==> src/rtl/led_display_pkg.sv <==
// Shared definitions for the LED row pattern generator: mode codes, lane layout
// of the packed row word and the controller state type.
package led_display_pkg;

  localparam logic [2:0] MODE_OFF        = 3'd0;
  localparam logic [2:0] MODE_SOLID      = 3'd1;
  localparam logic [2:0] MODE_SCAN_H     = 3'd2;
  localparam logic [2:0] MODE_SCAN_V     = 3'd3;
  localparam logic [2:0] MODE_CHECKER    = 3'd4;
  localparam logic [2:0] MODE_DEBUG_ADDR = 3'd7;

  localparam int LANE_TOP_RED   = 0;
  localparam int LANE_TOP_GREEN = 1;
  localparam int LANE_TOP_BLUE  = 2;
  localparam int LANE_BOT_RED   = 3;
  localparam int LANE_BOT_GREEN = 4;
  localparam int LANE_BOT_BLUE  = 5;
  localparam int NUM_LANES      = 6;

  typedef enum logic [1:0] {
    ST_IDLE,
    ST_LOAD,
    ST_PRESENT,
    ST_FRAME_END
  } state_t;

  // Bit position of column 0 of a lane inside the packed row word.
  function automatic int lane_offset(input int lane, input int num_cols);
    return lane * num_cols;
  endfunction

endpackage

==> src/rtl/led_effect_timer.sv <==
// Free-running divider that emits a one-cycle tick every EFFECT_TIMER cycles.
module led_effect_timer #(
  parameter int EFFECT_TIMER = 1_000_000
) (
  input  logic clk_in,
  input  logic n_reset_in,
  output logic tick
);

  localparam int CNT_W = (EFFECT_TIMER > 1) ? $clog2(EFFECT_TIMER) : 1;
  localparam logic [CNT_W-1:0] LAST = CNT_W'(EFFECT_TIMER - 1);

  logic [CNT_W-1:0] count;

  always_ff @(posedge clk_in or negedge n_reset_in) begin
    if (!n_reset_in) begin
      count <= '0;
    end else if (count == LAST) begin
      count <= '0;
    end else begin
      count <= count + 1'b1;
    end
  end

  assign tick = (count == LAST);

endmodule

==> src/rtl/led_pattern_gen_p.sv <==
// Row-pair pattern generator with a valid/ready row stream. Define
// LED_PATTERN_DEBUG_EN to enable the DEBUG_ADDR mode (code 7); otherwise it renders OFF.
module led_pattern_gen_p
  import led_display_pkg::*;
#(
  parameter int SYS_CLK_FREQ  = 100_000_000,
  parameter int NUM_COLS      = 64,
  parameter int NUM_ROW_PAIRS = 16,
  parameter int EFFECT_TIMER  = 1_000_000,
  localparam int ADDR_W       = $clog2(NUM_ROW_PAIRS)
) (
  input  logic                     clk_in,
  input  logic                     n_reset_in,
  input  logic [2:0]               colour_in,
  input  logic [2:0]               mode_in,
  output logic [6*NUM_COLS-1:0]    row_out,
  output logic                     row_valid_out,
  input  logic                     row_ready_in,
  output logic [ADDR_W-1:0]        row_address_out,
  output logic                     frame_start_out,
  output logic [2:0]               mode_active_out
);

  if (NUM_COLS < 8 || NUM_COLS > 128) begin : g_bad_cols
    $error("NUM_COLS must be in 8..128");
  end
  if (NUM_ROW_PAIRS < 2 || NUM_ROW_PAIRS > 32 || (NUM_ROW_PAIRS & (NUM_ROW_PAIRS - 1)) != 0) begin : g_bad_rows
    $error("NUM_ROW_PAIRS must be a power of two in 2..32");
  end
  if (SYS_CLK_FREQ <= 0 || EFFECT_TIMER < 1) begin : g_bad_timing
    $error("SYS_CLK_FREQ and EFFECT_TIMER must be positive");
  end

  localparam int COL_W = $clog2(NUM_COLS);
  localparam logic [COL_W-1:0]  LAST_COL  = COL_W'(NUM_COLS - 1);
  localparam logic [ADDR_W-1:0] LAST_ADDR = ADDR_W'(NUM_ROW_PAIRS - 1);
  localparam int OFF_TR = lane_offset(LANE_TOP_RED, NUM_COLS);
  localparam int OFF_TG = lane_offset(LANE_TOP_GREEN, NUM_COLS);
  localparam int OFF_TB = lane_offset(LANE_TOP_BLUE, NUM_COLS);
  localparam int OFF_BR = lane_offset(LANE_BOT_RED, NUM_COLS);
  localparam int OFF_BG = lane_offset(LANE_BOT_GREEN, NUM_COLS);
  localparam int OFF_BB = lane_offset(LANE_BOT_BLUE, NUM_COLS);

  state_t                  state, state_nx;
  logic [ADDR_W-1:0]       addr;
  logic [2:0]              mode_pending, mode_active;
  logic [COL_W-1:0]        col_pos;
  logic [ADDR_W-1:0]       row_pos;
  logic                    phase;
  logic                    tick, tick_pending;
  logic                    transfer, frame_edge;
  logic [6*NUM_COLS-1:0]   row, row_nx;
  logic [NUM_COLS-1:0]     top_mask, bot_mask;

  led_effect_timer #(.EFFECT_TIMER(EFFECT_TIMER)) u_timer (
    .clk_in     (clk_in),
    .n_reset_in (n_reset_in),
    .tick       (tick)
  );

  assign transfer   = (state == ST_PRESENT) && row_ready_in;
  assign frame_edge = (state == ST_IDLE) || (state == ST_FRAME_END);

  always_ff @(posedge clk_in or negedge n_reset_in) begin
    if (!n_reset_in) state <= ST_IDLE;
    else             state <= state_nx;
  end

  always_comb begin
    state_nx = state;
    case (state)
      ST_IDLE:      state_nx = ST_LOAD;
      ST_LOAD:      state_nx = ST_PRESENT;
      ST_PRESENT:   if (transfer) state_nx = (addr == LAST_ADDR) ? ST_FRAME_END : ST_LOAD;
      ST_FRAME_END: state_nx = ST_LOAD;
      default:      state_nx = ST_IDLE;
    endcase
  end

  // Request is tracked continuously; it only takes effect at a frame boundary.
  always_ff @(posedge clk_in) begin
    mode_pending <= mode_in;
  end

  always_ff @(posedge clk_in or negedge n_reset_in) begin
    if (!n_reset_in) begin
      addr         <= '0;
      mode_active  <= MODE_OFF;
      col_pos      <= '0;
      row_pos      <= '0;
      phase        <= 1'b0;
      tick_pending <= 1'b0;
      row          <= '0;
    end else begin
      if (transfer) addr <= addr + 1'b1;
      if (frame_edge) begin
        mode_active <= mode_pending;
        if (mode_pending != mode_active) begin
          col_pos <= '0;
          row_pos <= '0;
          phase   <= 1'b0;
        end else if (tick_pending && state == ST_FRAME_END) begin
          col_pos <= (col_pos == LAST_COL) ? '0 : col_pos + 1'b1;
          row_pos <= (row_pos == LAST_ADDR) ? '0 : row_pos + 1'b1;
          phase   <= ~phase;
        end
      end
      // A fresh tick wins over consumption so it is never lost.
      if (tick)                        tick_pending <= 1'b1;
      else if (state == ST_FRAME_END)  tick_pending <= 1'b0;
      if (state == ST_LOAD) row <= row_nx;
    end
  end

  always_comb begin
    top_mask = '0;
    for (int c = 0; c < NUM_COLS; c++) begin
      case (mode_active)
        MODE_SOLID:   top_mask[c] = 1'b1;
        MODE_SCAN_H:  top_mask[c] = (col_pos == COL_W'(c));
        MODE_SCAN_V:  top_mask[c] = (addr == row_pos);
        MODE_CHECKER: top_mask[c] = c[0] ^ addr[0] ^ phase;
        default:      top_mask[c] = 1'b0;
      endcase
    end
    bot_mask = (mode_active == MODE_CHECKER) ? ~top_mask : top_mask;

    row_nx = '0;
    row_nx[OFF_TR +: NUM_COLS] = top_mask & {NUM_COLS{colour_in[0]}};
    row_nx[OFF_TG +: NUM_COLS] = top_mask & {NUM_COLS{colour_in[1]}};
    row_nx[OFF_TB +: NUM_COLS] = top_mask & {NUM_COLS{colour_in[2]}};
    row_nx[OFF_BR +: NUM_COLS] = bot_mask & {NUM_COLS{colour_in[0]}};
    row_nx[OFF_BG +: NUM_COLS] = bot_mask & {NUM_COLS{colour_in[1]}};
    row_nx[OFF_BB +: NUM_COLS] = bot_mask & {NUM_COLS{colour_in[2]}};
`ifdef LED_PATTERN_DEBUG_EN
    if (mode_active == MODE_DEBUG_ADDR) begin
      row_nx = '0;
      row_nx[OFF_TR +: NUM_COLS] = NUM_COLS'(addr);
      row_nx[OFF_BR +: NUM_COLS] = NUM_COLS'(addr) | {1'b1, {(NUM_COLS-1){1'b0}}};
    end
`endif
  end

  assign row_out         = row;
  assign row_valid_out   = (state == ST_PRESENT);
  assign row_address_out = addr;
  assign frame_start_out = transfer && (addr == '0);
  assign mode_active_out = mode_active;

endmodule

==> config.mk <==
export PLATFORM = sky130hd
export DESIGN_NAME = led_pattern_gen_p
export DESIGN_NICKNAME = d
export VERILOG_FILES = /design/src/rtl/led_display_pkg.sv /design/src/rtl/led_effect_timer.sv /design/src/rtl/led_pattern_gen_p.sv
export SDC_FILE = /design/constraint.sdc
export NUM_CORES = 1
export LEC_CHECK = 0
export BUFFER_PORTS_ARGS = -buffer_cell sky130_fd_sc_hd__buf_4
export CAP_MARGIN = 15
export CORE_MARGIN = 2
export CORE_UTILIZATION = 40
export DETAILED_ROUTE_END_ITERATION = 8
export GPL_TIMING_DRIVEN = 0
export PLACE_DENSITY_LB_ADDON = 0.25
export SLEW_MARGIN = 20
export SYNTH_ARGS = -nofsm -noshare
export SYNTH_HDL_FRONTEND = slang
export SYNTH_SLANG_ARGS = --single-unit
==> constraint.sdc <==
create_clock -name clk_in -period 3.7 [get_ports clk_in]
set_input_delay 0.555 -clock clk_in [delete_from_list [all_inputs] [get_ports clk_in]]
set_output_delay 0.555 -clock clk_in [all_outputs]
set_load 0.02 [all_outputs]
Word level (Yosys, flattened, before mapping)

Cells that the tools add are included.

Add/sub/neg operators: 4
Eq/ne operators: 76
Multiplexer cells: 79
Bitwise logic cells: 11
Reductions and logical operators: 11

Operators by type and width:

| kind                                                 | count |
|---|---|
| bitwise AND 64 bit                                   | 6 |
| case mux 1 bit (4 select lines)                      | 64 |
| equality test 6 bit (second input constant)          | 32 |
| equality test 6 x 5 -> 1 bit (second input constant) | 16 |
| two-way mux 64 bit                                   | 1 |
| inverter 64 bit                                      | 1 |
| equality test 6 x 4 -> 1 bit (second input constant) | 8 |
| equality test 6 x 3 -> 1 bit (second input constant) | 4 |
| adder 20 x 1 -> 20 bit (second input constant)       | 1 |
| equality test 20 bit (second input constant)         | 1 |
| two-way mux 20 bit                                   | 1 |
| two-way mux 6 bit                                    | 3 |
| equality test 6 x 2 -> 1 bit (second input constant) | 2 |
| two-way mux 4 bit                                    | 3 |
| adder 4 x 1 -> 4 bit (second input constant)         | 2 |
| equality test 4 bit (second input constant)          | 2 |
| adder 6 x 1 -> 6 bit (second input constant)         | 1 |
| equality test 3 x 2 -> 1 bit (second input constant) | 2 |
| equality test 6 x 1 -> 1 bit (second input constant) | 1 |
| zero test 6 bit                                      | 1 |
| case mux 2 bit (3 select lines)                      | 1 |
| equality test 2 bit (second input constant)          | 2 |
| equality test 4 bit                                  | 1 |
| zero test 4 bit                                      | 1 |
| 15 further kinds                                     | 24 |

Flip-flop bits (word level): 428
Output and inout bits: 393
Word-level logic and storage cells: 191

Longest topological paths before layout

Depth after elaboration: 6
Mapped depth: 7

Cells and area by module

From an unflattened synthesis, not the netlist that was laid out.

Cell total of the unflattened synthesis: 1713
Area total of the unflattened synthesis: 17436.7 um^2

Modules (own cells, without submodules):

| module            | instances | cells each | area an instance (um^2) | seq. area each (um^2) |
|---|---|---|---|---|
| led_pattern_gen_p | 1         | 1616       | 16390.7                 | 10194.8 |
| led_effect_timer  | 1         | 97         | 1046.0                  | 500.5 |

Least setup slack after synthesis

No wires, ideal clock.

Path kind: register to output
Start: register state[0]
End: output port frame_start_out
Arrival: 1.755 ns
Required time: 3.145 ns
Path slack: 1.390 ns
Stages on the path, launching flop included: 5
Path buffers: 0
Path through: dfrtp_1 -> inv_1 -> ha_1 -> nand2_1 -> nor4b_1

Cells in the longest elaborated chain, start to end: 3

RTL lines:

| item                     | line                     | RTL |
|---|---|---|
| start: declaration       | led_pattern_gen_p.sv:44  | `state_t state, state_nx;` |
| start signal: assignment | led_pattern_gen_p.sv:66  | `else state <= state_nx;` |
| equality test 2 bit      | -                        |  |
| net row_valid_out        | led_pattern_gen_p.sv:17  | `output logic row_valid_out,` |
| logical AND 1 bit        | led_pattern_gen_p.sv:61  | `assign transfer = (state == ST_PRESENT) && row_ready_in;` |
| logical AND 1 bit        | led_pattern_gen_p.sv:147 | `assign frame_start_out = transfer && (addr == '0);` |
| end: declaration         | led_pattern_gen_p.sv:20  | `output logic frame_start_out,` |

The timed path passes the listed nets, and every way through them passes these cells.

Worst setup path after layout

Start: register state[1]
End: register row[346], in the netlist row_out[346]

Cells in the longest elaborated chain, start to end: 1

RTL lines:

| item                         | line                     | RTL |
|---|---|---|
| equality test 2 x 1 -> 1 bit | led_pattern_gen_p.sv:111 | `if (state == ST_LOAD) row <= row_nx;` |
| end signal: assignment       | led_pattern_gen_p.sv:111 |  |
| end: declaration             | led_pattern_gen_p.sv:52  | `logic [6*NUM_COLS-1:0] row, row_nx;` |

Every way passes these cells.
A chain may end at the register's enable or synchronous reset.

==> qor_table.md <==
| Quantity | Reported | Unit |
|:---|:---|:---|
| Overall global routing resource usage | 27.62 | % |
| Critical path class | flop to flop | - |
| Max capacitance violation total | 0 | - |
| Flop and latch count out of synthesis | 428 | - |
| Clock root buffer master | clkbuf_16 | - |
| Maximum level of the CTS H-tree | 2 | - |
| Leak Pwr | 10.70 | nW |
| CP required | 4.12 | ns |
| Nets in the synthesized netlist | 1714 | - |
| Leading cell type by number of instances after synthesis | dfrtp_1 | - |
| Source-to-sink clock delay at the later pin of the worst-skew pair | 0.58 | ns |
| Number of enable flip-flop cells after synthesis | 0 | - |
| PortBufs | 401 | - |
| Mean post-synth cell area | 10.21 | µm² |
| Setup crit end kind | flop | - |
| Fmax | 346.0 | MHz |
| Switching share of total power | 43.35 | % |
| Part of the total power dissipated in sequential elements | 30.9 | % |
| Number of buffers created by CTS | 46 | - |
| Sinks on the clock net | 428 | - |
| TritonCTS clock tree | yes | - |
| Clock edge transition at the registers on the reported setup and hold paths | 0.06 | ns |
| Detailed-route wire length | 62.45 | mm |
| Die area | 44930 | µm² |
| Worst path setup slack after routing | 0.8096 | ns |
| Antenna violations before repair | 0 | - |
| Yosys top cell area share | 61.47 | % |
| CP Cell Sequence | inv_1 -> ha_1 -> clkbuf_1 -> clkbuf_1 -> clkbuf_1 -> o22ai_1 | - |
| Violations in the final reports | negative hold slack | - |
| Final period utilization | 78.12 | % |
| Pin count of the biggest net entering global routing | 95 | - |
| Crit path DAT | 3.31 | ns |
| Slew Limit Fails | 0 | - |
| First-pass GRT wire length | 91.67 | mm |
| Crit path max-delay family | buffers and inverters | - |
| Vias | 14450 | - |
| Pre-CTS setup slack | 0.8810 | ns |
| Starting density of the core | 40.34 | % |
| Floorplan core area | 42890 | µm² |
| Placed wire-length estimate | 47.15 | mm |
| Origin of the worst setup path | state[1] | - |
| Worst slew margin relative to its limit | 33.05 | % |
| Wire per inst | 22.57 | µm |
| Proportion of synthesized chip area in sequential cells | 61.82 | % |
| Clock Skew | 0.01869 | ns |
| Fraction of power consumed by the clock network | 22.5 | % |
| Maximum number of buffers from clock root to sink | 3 | - |
| Gate count of the mapped netlist | 1694 | - |
| Final #Nets | 2167 | - |
| Part of the power in combinational logic | 46.6 | % |
| Number of hold buffers added after CTS | 0 | - |
| Cell type with the largest total area after synthesis | dfrtp_1 | - |
| Height of the die | 212.0 | µm |
| Post-route ant nets | 0 | - |
| Fraction of registers with async set/reset | 99.30 | % |
| Maximum single-stage delay on the critical path | 0.75 | ns |
| Number of design-rule violations left by the first detailed-router iteration | 1168 | - |
| Post-detailed-route via-to-cell ratio | 5.220 | - |
| Vias in the first global route | 14440 | - |
| CP Launch Type | flop | - |
| Post-CTS Repair Setup Buffers | 0 | - |
| Shortest period the worst path allows | 2.890 | ns |
| Setup Viol. Count Final | 0 | - |
| Post-synthesis cell type count | 48 | - |
| Power per cell area | 961.7 | nW/µm² |
| Proportion of layout cells with a drive suffix above 1 | 23.42 | % |
| First-pass detailed-route iteration total | 5 | - |
| Design internal power | 12.43 | mW |
| Path class of the lowest-slack min-delay path | primary input to asynchronous set/reset pin | - |
| Synth warnings | 0 | - |
| Top cells by instance count after synthesis | dfrtp_1, a21oi_1, inv_1 | - |
| Most common cell type on the critical path | clkbuf_1 | - |
| Horizontal die dimension | 212.0 | µm |
| P_sw | 9.507 | mW |
| Antenna Cells | 0 | - |
| Final-layout worst hold slack | -0.03150 | ns |
| Hold Violations, Final | 11 | - |
| Layout filler cell count | 3831 | - |
| End-of-flow core utilization | 53.18 | % |
| Cell Rows | 76 | - |
| Gp weighted congestion | 0.9421 | - |
| Outcome | finished with violations | - |
| Number of buffers and inverters on the critical path | 4 | - |
| Boundary Pins | 402 | - |
| RSZ-0062 raised after global routing | false | - |
| Critical-path cell with the highest stage delay | clkbuf_1 | - |
| Worst reg2reg startpoint | state[1] | - |
| Cell types with the largest area share after synthesis | dfrtp_1, nand2b_1, o22ai_1 | - |
| Overall overflow remaining after global route | 0 | - |
| Number of cells upsized or downsized after cts | 0 | - |
| Top flip-flop cell by instance count after synthesis | dfrtp_1 | - |
| Largest fanout of any net on the critical path | 10 | - |
| Area growth from synthesis to final layout | 31.82 | % |
| Worst IR Drop VDD | 0.5372 | mV |
| Slew @ Worst Pin | 1.004 | ns |
| Cell area after technology mapping | 17300 | µm² |
| DRC violation count after routing | 0 | - |
[power by group through the flow]
stage                     Clock (mW)  Combinational [mW]  Sequential [mW]
after floorplan                    0                4.19             8.08
final                           4.93                10.2             6.78
after global placement             0                10.0             6.81
after CTS                       5.01                10.2             6.78
after detailed placement           0                10.2             6.84
after global routing            5.21                10.9             6.90
[routing by layer]
metal	up-vias	share of wire, %	global-route usage (%)
met4	0	4.0	11.32
met3	117	7.1	6.160
li1	6549	-	-
met5	-	0	0
met1	7213	42	36.62
met2	566	47	44.05
[sequential cells by signal, summed over array words and instances, names as in the netlist]
name	cells
col_pos	6
mode_active_out	3
mode_pending	3
phase	1
row_address_out	4
row_out	384
row_pos	4
state	2
tick_pending	1
u_timer.count	20
[path summary, 6_finish.rpt]
path,end,slack [ns],cells after the start
max in group asynchronous,row_out[6],2.33,3
worst min register to register,u_timer.count[4],0.48,1
worst min-delay path,row_out[43],-0.03,1
worst max-delay path,row_out[346],0.81,6
min in group clk_in,mode_pending[1],0.09,1
worst max register to register,row_out[346],0.81,6
[final cells by class]
type                       count  area, µm²  area share [%]
buffer                       108      429.2           1.882
clock buffer                  65       1396           6.123
clock inverter                18      249.0           1.092
inverter                     201      754.5           3.308
multi-input combinational    957       5421           23.77
sequential                   428      10700           46.90
tap                          585      732.0           3.210
timing repair buffer         405       3128           13.72
[per-stage QoR]
stage	hold WS, ns	total power [mW]	instance area, µm²	instances	setup TNS [ns]
3_5_place_dp	0.4671	17.04	21160	2684	0
5_1_grt	0.02572	23.01	22810	2767	0
4_1_cts	0.006662	22.03	22810	2767	0
6_report	-0.03150	21.93	22810	2767	0
3_3_place_gp	0.4628	16.84	21040	2680	-885.99
2_1_floorplan	0.2594	12.27	17300	1694	0
[cell families after synthesis]
family	after synthesis	share of synthesized area [%]
compound gates	438	14.53
flops	428	61.82
fa+ha+maj	11	0.7955
mux	8	0.4918
buf+inv	309	6.842
xor+xnor	31	1.569
simple gates	469	13.95
[cell usage in the layout (no fill, tap or decap), drive strengths merged, types with 6 or more instances in the layout]
| cell type | instances |
|---|---|
| a21oi | 211 |
| xnor2 | 20 |
| nand3 | 23 |
| clkbuf | 144 |
| clkinv | 10 |
| dfrtp | 425 |
| a31oi | 12 |
| inv | 201 |
| ha | 11 |
| nor2 | 176 |
| xor2 | 11 |
| buf | 434 |
| o22ai | 192 |
| nand2 | 37 |
| bufinv | 6 |
| o21ai | 8 |
| nand2b | 198 |
(Power assumes the default switching activity.)
